**config.mk**
```make
export PLATFORM = sky130hd
export DESIGN_NAME = icache_tag_ctrl
export DESIGN_NICKNAME = d
export VERILOG_FILES = /design/src/rtl/icache_pkg.sv /design/src/rtl/icache_tag_ctrl.sv
export SDC_FILE = /design/constraint.sdc
export NUM_CORES = 1
export LEC_CHECK = 0
export BUFFER_PORTS_ARGS = -buffer_cell sky130_fd_sc_hd__buf_2
export CORE_MARGIN = 10
export CORE_UTILIZATION = 35
export DETAILED_ROUTE_END_ITERATION = 8
export GPL_TIMING_DRIVEN = 0
export MAX_ROUTING_LAYER = met4
export PLACE_DENSITY = 0.73
export SKIP_CTS_REPAIR_TIMING = 1
export SLEW_MARGIN = 20
export SYNTH_ARGS = -nofsm -noshare
export SYNTH_HDL_FRONTEND = slang
export SYNTH_SLANG_ARGS = --single-unit
export TNS_END_PERCENT = 20
```
**constraint.sdc**
```tcl
create_clock -name clk -period 2.7 [get_ports clk]
set_input_delay 0.54 -clock clk [delete_from_list [all_inputs] [get_ports clk]]
set_output_delay 0.54 -clock clk [all_outputs]
set_load 0.01 [all_outputs]
```
**src/rtl/icache_pkg.sv**
```systemverilog
`default_nettype none
// +------------------------------------------------------------------+
// | icache_pkg                                                       |
// | Shared widths, tag-word layout and controller state encoding.    |
// | Revision: 1.0                                                    |
// +------------------------------------------------------------------+
package icache_pkg;

  localparam int TAG_W     = 22;
  localparam int IDX_W     = 6;
  localparam int OFF_W     = 4;
  localparam int VALID_BIT = 22;

  typedef enum logic [0:0] {
    SWEEP = 1'b0,
    RUN   = 1'b1
  } state_t;

endpackage
`default_nettype wire

```
**src/rtl/icache_tag_ctrl.sv**
```systemverilog
`default_nettype none
// +------------------------------------------------------------------+
// | icache_tag_ctrl                                                  |
// | Tag-array controller: invalidate sweep, fills, 1-cycle lookups.  |
// | Revision: 1.0                                                    |
// +------------------------------------------------------------------+
module icache_tag_ctrl
  import icache_pkg::*;
#(
  parameter int ADDR_W = 32,
  parameter int IDX_W  = 6,
  parameter int OFF_W  = 4
) (
  input  logic              clk,
  input  logic              rst_n,
  input  logic              req_valid,
  output logic              req_ready,
  input  logic [ADDR_W-1:0] req_addr,
  output logic              rsp_valid,
  output logic              rsp_hit,
  output logic [ADDR_W-1:0] rsp_addr,
  input  logic              fill_valid,
  output logic              fill_ready,
  input  logic [ADDR_W-1:0] fill_addr,
  input  logic              flush,
  output logic              busy,
  output logic              tag_csb0,
  output logic              tag_web0,
  output logic [IDX_W-1:0]  tag_addr0,
  output logic [TAG_W:0]    tag_din0,
  input  logic [TAG_W:0]    tag_dout0
);

  localparam logic [IDX_W-1:0] c_cnt_last = '1;

  state_t              r_state;
  state_t              w_state_nxt;
  logic [IDX_W-1:0]    r_cnt;
  logic [IDX_W-1:0]    w_cnt_nxt;
  logic                r_rsp_valid;
  logic [ADDR_W-1:0]   r_req_addr;
  logic                w_accept;
  logic                w_unused;

  // Offset bits never reach the tag array.
  assign w_unused = ^{req_addr[OFF_W-1:0], fill_addr[OFF_W-1:0]};

  always_ff @(posedge clk) begin
    if (!rst_n) begin
      r_state     <= SWEEP;
      r_cnt       <= '0;
      r_rsp_valid <= 1'b0;
      r_req_addr  <= '0;
    end else begin
      r_state     <= w_state_nxt;
      r_cnt       <= w_cnt_nxt;
      r_rsp_valid <= w_accept;
      if (w_accept) begin
        r_req_addr <= req_addr;
      end
    end
  end

  always_comb begin
    w_state_nxt = r_state;
    w_cnt_nxt   = r_cnt;
    w_accept    = 1'b0;
    tag_csb0    = 1'b1;
    tag_web0    = 1'b1;
    tag_addr0   = '0;
    tag_din0    = '0;
    req_ready   = 1'b0;
    fill_ready  = 1'b0;
    busy        = 1'b0;
    case (r_state)
      SWEEP: begin
        // Flush is ignored here: the sweep always runs to completion.
        busy      = 1'b1;
        tag_csb0  = 1'b0;
        tag_web0  = 1'b0;
        tag_addr0 = r_cnt;
        w_cnt_nxt = r_cnt + 1'b1;
        if (r_cnt == c_cnt_last) begin
          w_state_nxt = RUN;
        end
      end
      RUN: begin
        fill_ready = 1'b1;
        req_ready  = !fill_valid;
        if (fill_valid) begin
          // A fill coinciding with flush would be wiped by the sweep anyway.
          if (!flush) begin
            tag_csb0  = 1'b0;
            tag_web0  = 1'b0;
            tag_addr0 = fill_addr[OFF_W +: IDX_W];
            tag_din0  = {1'b1, fill_addr[ADDR_W-1 -: TAG_W]};
          end
        end else if (req_valid) begin
          w_accept  = 1'b1;
          tag_csb0  = 1'b0;
          tag_addr0 = req_addr[OFF_W +: IDX_W];
        end
        if (flush) begin
          w_state_nxt = SWEEP;
          w_cnt_nxt   = '0;
        end
      end
      default: begin
        w_state_nxt = SWEEP;
        w_cnt_nxt   = '0;
      end
    endcase
  end

  assign rsp_valid = r_rsp_valid;
  assign rsp_addr  = r_req_addr;
  assign rsp_hit   = r_rsp_valid && tag_dout0[VALID_BIT] &&
                     (tag_dout0[TAG_W-1:0] == r_req_addr[ADDR_W-1 -: TAG_W]);

endmodule
`default_nettype wire

```
======== After elaboration in Yosys (flattened, before gate mapping) ========
Cells that the tools add are included.
word-level totals
  output and inout port bits .............. 68
  flip-flop bits (word level) ............. 40
  input bits .............................. 92
operators by class
  bitwise operators ....................... 1
  reductions and logical operators ........ 3
  multiplexer cells ....................... 24
  add/subtract/negate cells ............... 1
  eq/ne operators ......................... 3
operator list
  operator                                                       number
  23-bit 2-to-1 mux                                              3
  6-bit 2-to-1 mux                                               4
  6-bit one-hot mux with 2 select lines                          2
  22-bit == test                                                 1
  1-bit 2-to-1 mux                                               12
  6-bit by 1-bit adder with 6-bit output, second input constant  1
  6-bit == test, second input constant                           1
  1-bit one-hot mux with 2 select lines                          3
  1-bit logical AND                                              2
  2-bit inequality test, second input constant                   1
  1-bit zero test                                                1
  1-bit NOT                                                      1

======== Depth between registers and ports, before layout ========
Gate-level depths: netlist (run 1).
  depth after elaboration ................. 3
  gate-level depth with buffers ........... 6
  depth with buffers taken out ............ 4

======== Worst setup path after synthesis (run 1) ========
OpenSTA, ideal clock, no wires.
  kind .................................... input -> output
  from .................................... in tag_dout0[13]
  to ...................................... out rsp_hit
  setup slack ............................. 0.579 ns
  cell stages on the path ................. 4
  path buffers ............................ 0
  data arrival time ....................... 1.581 ns
  cell sequence ........................... xnor2_1 -> nand3_1 -> or4_1 -> nor4_2
between the ends
  word-level cells in the longest chain between the ends .. 2
ends and longest elaborated chain
  element            line                    text
  start, declared    icache_tag_ctrl.sv:31   input logic [TAG_W:0] tag_dout0
  22-bit == test     icache_tag_ctrl.sv:118  (tag_dout0[TAG_W-1:0] == r_req_addr[ADDR_W-1 -: TAG_W]);
  1-bit logical AND  icache_tag_ctrl.sv:117  assign rsp_hit = r_rsp_valid && tag_dout0[VALID_BIT] &&
  end, declared      icache_tag_ctrl.sv:20   output logic rsp_hit,
No other way between the ends.

======== Final worst setup path (run 1) ========
  from .................................... reg r_req_addr[23], in the netlist rsp_addr[23]
  to ...................................... out rsp_hit
between the ends
  word-level cells in the longest chain between the ends .. 2
ends and longest elaborated chain
  element                 line                    text
  start, declared         icache_tag_ctrl.sv:41   logic [ADDR_W-1:0] r_req_addr;
  start signal, assigned  icache_tag_ctrl.sv:59   r_req_addr <= req_addr;
  22-bit == test          icache_tag_ctrl.sv:118
  1-bit logical AND       icache_tag_ctrl.sv:117
No other way between the ends.

==> results of run 1 <==
[worst max-delay path, cell delays in order (launching register included)]
cell,delay [ns]
sky130_fd_sc_hd__dfxtp_1,0.38
sky130_fd_sc_hd__xnor2_1,0.13
sky130_fd_sc_hd__nand3_1,0.11
sky130_fd_sc_hd__or4_1,0.51
sky130_fd_sc_hd__nor4_2,0.27
sky130_fd_sc_hd__buf_2,0.17
[stage by stage]
| stage | instances | hold WS (ns) | setup WS, ns | power (mW) | cell area (um^2) |
|---|---|---|---|---|---|
| floorplan | 255 | 0.461 | 0.579 | 0.653 | 2030 |
| global placement | 481 | 0.449 | 0.285 | 0.727 | 2890 |
| detailed placement | 481 | 0.457 | 0.283 | 0.729 | 2890 |
| CTS | 488 | 0.468 | 0.262 | 1.10 | 2970 |
| global route | 488 | 0.491 | 0.131 | 1.14 | 2970 |
| finish | 488 | 0.465 | 0.300 | 1.08 | 2970 |
[how the worst max path moves through the flow]
stage                                         start  slack [ns]            to  depth (start not counted)
after floorplan                       tag_dout0[13]        0.58       rsp_hit                          4
after global placement                 tag_dout0[8]        0.28       rsp_hit                          6
after detailed placement               tag_dout0[8]        0.28       rsp_hit                          6
after CTS                 rsp_addr[18]$_SDFFE_PN0P_        0.26       rsp_hit                          5
after global routing                     fill_valid        0.13  tag_addr0[3]                          8
final                     rsp_addr[23]$_SDFFE_PN0P_        0.30       rsp_hit                          5
[Yosys cell counts (all sizes together) (2+ instances only)]
cell type  number  share of area [%]
buf             3                1.1
xnor2          16                6.9
and2           26                8.0
xor2            6                2.6
nor4            2               0.92
inv             2               0.37
and3            3               0.92
a21oi           2               0.49
nor2b           4                1.2
nand4           4                1.2
a22oi           6                2.2
clkbuf         13                2.4
a21boi         32                 12
nand3           4               0.99
nand2          77                 14
o21ai           3               0.74
nor2            3               0.55
dfxtp          40                 39
[logic make-up (layout without fill, tap and decap cells)]
| logic type | count (synthesis) | after routing | share of synthesized area (%) |
|---|---|---|---|
| compound gates | 47 | 47 | 16.9 |
| simple gates | 126 | 126 | 29.2 |
| xor+xnor | 22 | 22 | 9.48 |
| mux | 1 | 1 | 0.493 |
| buf+inv | 18 | 179 | 3.88 |
| flops | 40 | 40 | 39.4 |
| fa+ha+maj | 1 | 1 | 0.616 |
[sequential cells by signal, indices dropped and copies added, names as in the netlist]
name       count
r_cnt          6
r_state        1
rsp_addr      32
rsp_valid      1
[routing by layer]
metal	global-route usage (%)	vias to the layer above
li1	-	1155
met4	3.69	0
met3	5.21	5
met1	17.6	982
met2	27.5	120
met5	-	-
[area by class of cell]
| class | count | area [um^2] | share of cell area, % |
|---|---|---|---|
| Buffer | 16 | 71.3 | 2.40 |
| Clock buffer | 6 | 72.6 | 2.44 |
| Multi-Input combinational cell | 197 | 1150 | 38.8 |
| Sequential cell | 40 | 801 | 27.0 |
| Clock inverter | 1 | 5.00 | 0.168 |
| Timing Repair Buffer | 154 | 771 | 25.9 |
| Tap cell | 72 | 90.1 | 3.03 |
| Inverter | 2 | 7.51 | 0.253 |
[power by group]
part | internal, mW | switching (mW) | leakage [nW] | total (mW)
clock network | 0.176 | 0.192 | 0.0410 | 0.368
logic | 0.0725 | 0.0441 | 1.13 | 0.117
registers | 0.593 | 0.00554 | 0.323 | 0.599
==> impl_metrics.py, run 1 <==
metrics = {
    "synth": {
        "syn-instance-count": 255,
        "synth.distinct_cells": 28,
        "synth_edf_count": 0,
        "net_count_synth": 348,
        "dominant_synthesized_flop_cell": "sky130_fd_sc_hd__dfxtp_1",
        "synth_warnings": 0,
        "synth_async_sr_flop_share_pct": 0,
        "synth_seq_cells": 40,
        "syn_avg_cell_area_um2": 7.97,
        "synth_area_um2": 2030,
        "synth_seq_area_share_pct": 39.4,
    },
    "detailed_routing": {
        "highest_routing_layer_actually_used": "met4",
        "detail_route.iter0.violations": 34,
        "detail_route.vias_per_cell": 4.64,
        "wl_um": 7430,
        "routed_via_count": 2262,
        "detail_route.drc_violations": 0,
        "route.detailed.wl_per_inst_um": 15.2,
        "drt_first_pass_iters": 5,
        "detailroute.wirelength.met2_um": 3510,
        "detail_route.wirelength.met1_um": 3080,
        "route.antenna.remaining_nets": 0,
        "wl_met3_um": 803,
    },
    "final_layout": {
        "area_delta_synth_final_pct": 46.2,
        "antennaDiodeCount": 0,
        "fillCellCount": 557,
        "final_cell_mix": "sky130_fd_sc_hd__buf_2 (154), sky130_fd_sc_hd__nand2_1 (77), sky130_fd_sc_hd__dfxtp_1 (40), sky130_fd_sc_hd__a21boi_0 (32), sky130_fd_sc_hd__and2_1 (26)",
        "most_common_library_cell_in_the_layout_ignoring_fill_and_taps": "sky130_fd_sc_hd__buf_2",
        "fraction_of_final_layout_cells_with_drive_strength_greater_than_1_pct": 39.4,
        "post-route-util_pct": 53.3,
        "nets": 509,
    },
    "power_and_ir_drop": {
        "power_per_cell_area_nw_per_um2": 365,
        "worst_ir_drop_vdd_uv": 176,
        "total_leakage_power_nw": 1.49,
    },
    "job": {
        "max_cap_violations": 0,
    },
    "global_route": {
        "global_route_wire_length_before_repair_um": 11300,
        "grt_max_degree": 12,
        "global_route.usage.total_pct": 16.0,
        "gr-total-overflow": 0,
        "antenna_found_initial": 0,
        "grt_pass1_vias": 2335,
    },
    "cts": {
        "cts.sink_count": 40,
        "clock_tree.htree_level_count": 2,
        "cts_root_buf": "sky130_fd_sc_hd__clkbuf_8",
        "cts_buffers": 5,
        "clock_latency_at_the_later_pin_of_the_worst_skew_pair_ns": 0.29,
        "cts.reportedPaths.clkPinSlew_ns": 0.07,
        "cts_tree": "yes",
        "cts_max_path_buffers": 2,
    },
    "worst_setup_path": {
        "cp.required_ns": 2.16,
        "critPathKind": "flop to output port",
        "timing.reg2reg.worst_path_depth": 5,
        "worst_setup_end_kind": "output port",
        "cp.arrival_ns": 1.86,
        "critical_path.reg2reg.endpoint": "rsp_addr[23]$_SDFFE_PN0P_",
        "r2r-start": "r_state$_SDFF_PN0_",
        "worst_setup_path_start_kind": "flop",
        "worstPathMaxFanout": 3,
        "worst-r2r-setup-slack_ns": 1.15,
    },
    "placed_design": {
        "numPortBuffers": 154,
        "globalplace.congestion": 0.864,
        "dp_hpwl_um": 6230,
    },
    "sta": {
        "timing.final.hold_violations": 0,
        "fin_skew_ns": 0.00687,
        "setup_viol_count_final": 0,
        "final_max_slew_viol_count": 0,
        "fin_crit_ns": 2.40,
        "worst-slew-pin-transition_ns": 0.503,
        "clock.fmax_mhz": 417,
        "min_period_over_period_pct": 88.9,
        "unrepaired_setup_endpoints_after_global_routing": "false",
        "totalNegativeSetupSlack_ns": 0,
        "timing.slew.headroom_pct": 66.5,
    },
    "run_status": {
        "status": "finished clean",
    },
    "floorplanning": {
        "ioPinCount": 160,
        "std_cell_rows": 27,
        "core-area_um2": 5570,
        "die_area_um2": 9250,
        "start_util_pct": 36.5,
        "floorplan.die.height_um": 96.2,
        "chipWidth_um": 96.2,
    },
    "worst_hold_path": {
        "worst_hold_path_endpoint": "rsp_addr[6]$_SDFFE_PN0P_",
        "min_delay_path_depth": 2,
        "min-delay-start": "rsp_addr[6]$_SDFFE_PN0P_",
        "hold_path.class": "flop to flop",
    },
}
Note: power is estimated with default switching activity, not from simulation.
==> inputs of run 2 (changes only) <==
CELL_PAD_IN_SITES_DETAIL_PLACEMENT = 0   (was unset)
CELL_PAD_IN_SITES_GLOBAL_PLACEMENT = 2   (was unset)
CORE_UTILIZATION = 21   (was 35)
PLACE_DENSITY = unset   (was 0.73)
PLACE_DENSITY_LB_ADDON = 0.1   (was unset)
==> impl_metrics.py, run 2 (synthesized netlist as in run 1, its figures left out) <==
metrics = {
    "run_status": {
        "status": "finished clean",
    },
    "final_layout": {
        "largest_register_ffs": 32,
        "final_cell_mix": "sky130_fd_sc_hd__buf_2 (154), sky130_fd_sc_hd__nand2_1 (77), sky130_fd_sc_hd__dfxtp_1 (40), sky130_fd_sc_hd__a21boi_0 (32), sky130_fd_sc_hd__and2_1 (26)",
        "nets": 509,
        "final_area_um2": 3050,
        "area_delta_synth_final_pct": 50.3,
        "post-route-util_pct": 32.7,
        "fraction_of_final_layout_cells_with_drive_strength_greater_than_1_pct": 39.3,
        "antennaDiodeCount": 0,
        "fillCellCount": 1068,
        "most_common_library_cell_in_the_layout_ignoring_fill_and_taps": "sky130_fd_sc_hd__buf_2",
        "final_cell_count_no_fill": 546,
    },
    "detailed_routing": {
        "detail_route.wirelength.met1_um": 3680,
        "route.detailed.wl_per_inst_um": 15.1,
        "wl_um": 8230,
        "wl_met3_um": 529,
        "detail_route.iter0.violations": 90,
        "detail_route.vias_per_cell": 4.04,
        "detailroute.wirelength.met2_um": 3990,
        "route.antenna.remaining_nets": 0,
        "highest_routing_layer_actually_used": "met4",
        "routed_via_count": 2205,
        "drt_first_pass_iters": 4,
        "detail_route.drc_violations": 0,
    },
    "floorplanning": {
        "std_cell_rows": 35,
        "floorplan.die.height_um": 118,
        "ioPinCount": 160,
        "chipWidth_um": 118,
        "start_util_pct": 21.8,
        "core-area_um2": 9330,
        "die_area_um2": 14000,
    },
    "worst_setup_path": {
        "critPathKind": "flop to output port",
        "worst_setup_path_start_kind": "flop",
        "worstPathMaxFanout": 10,
        "worst-r2r-setup-slack_ns": 1.15,
        "cp.arrival_ns": 1.92,
        "cp.required_ns": 2.16,
        "worst_setup_end_kind": "output port",
    },
    "cts": {
        "cts_buffers": 5,
        "cts_max_path_buffers": 2,
        "cts_tree": "yes",
        "clock_latency_at_the_later_pin_of_the_worst_skew_pair_ns": 0.28,
        "cts.reportedPaths.clkPinSlew_ns": 0.08,
        "cts_root_buf": "sky130_fd_sc_hd__clkbuf_8",
        "clock_tree.htree_level_count": 2,
        "cts.sink_count": 40,
    },
    "placed_design": {
        "dp_hpwl_um": 6840,
        "numPortBuffers": 154,
        "dpl_cell_area_um2": 2960,
        "pre_cts_ws_ns": 0.237,
        "placed_cells_incl_taps": 538,
        "globalplace.congestion": 0.767,
    },
    "sta": {
        "min_period_over_period_pct": 91.0,
        "final.setup.worst_slack_ns": 0.243,
        "final_max_slew_viol_count": 0,
        "fin_crit_ns": 2.46,
        "timing.final.hold_violations": 0,
        "clock.fmax_mhz": 407,
        "fin_skew_ns": 0.00579,
        "totalNegativeSetupSlack_ns": 0,
        "unrepaired_setup_endpoints_after_global_routing": "false",
        "timing.slew.headroom_pct": 64.9,
        "setup_viol_count_final": 0,
        "worst-slew-pin-transition_ns": 0.527,
        "hold-worst-slack_ns": 0.462,
    },
    "power_and_ir_drop": {
        "total_leakage_power_nw": 1.49,
        "worst_ir_drop_vdd_uv": 176,
        "design_power_total_mw": 1.13,
        "power_per_cell_area_nw_per_um2": 369,
    },
    "global_route": {
        "grt_max_degree": 12,
        "global_route.usage.total_pct": 11.6,
        "global_route_wire_length_before_repair_um": 12800,
        "antenna_found_initial": 0,
        "grt_pass1_vias": 2363,
        "gr-total-overflow": 0,
    },
    "job": {
        "max_cap_violations": 0,
    },
    "worst_hold_path": {
        "hold_path.class": "flop to flop",
    },
}
-- run 2: final timing paths --
check	cells after the start	startpoint	end
hold / removal	2	rsp_addr[0]$_SDFFE_PN0P_	rsp_addr[0]$_SDFFE_PN0P_
setup / recovery	6	r_state$_SDFF_PN0_	tag_addr0[3]
hold reg to reg	2	rsp_addr[0]$_SDFFE_PN0P_	rsp_addr[0]$_SDFFE_PN0P_
setup reg to reg	5	r_state$_SDFF_PN0_	rsp_addr[28]$_SDFFE_PN0P_
-- run 2: layout make-up --
| class | instances | area (um^2) | share of cell area, % |
|---|---|---|---|
| Clock buffer | 8 | 90.1 | 2.95 |
| Inverter | 2 | 7.51 | 0.246 |
| Buffer | 16 | 71.3 | 2.34 |
| Multi-Input combinational cell | 197 | 1150 | 37.7 |
| Sequential cell | 40 | 801 | 26.2 |
| Tap cell | 129 | 161 | 5.28 |
| Timing Repair Buffer | 154 | 771 | 25.2 |
-- run 2: critical path, cell delays in order, from the launching register on --
cell and delay [ns]:
sky130_fd_sc_hd__dfxtp_1 0.37, sky130_fd_sc_hd__clkbuf_1 0.35, sky130_fd_sc_hd__inv_1 0.11, sky130_fd_sc_hd__clkbuf_1 0.27, sky130_fd_sc_hd__a22oi_1 0.32, sky130_fd_sc_hd__nand2_1 0.09
sky130_fd_sc_hd__buf_2 0.14
-- run 2: power by group --
group | switching, mW | total, mW | internal [mW]
Sequential | 0.00518 | 0.598 | 0.593
Combinational | 0.0435 | 0.116 | 0.0726
Clock | 0.205 | 0.414 | 0.209
-- run 2: metal layers --
layer / global-route usage, % / up-vias
li1: - / 1152
met3: 3.52 / 2
met1: 13.5 / 971
met2: 19.1 / 80
met4: 2.78 / 0
met5: - / -
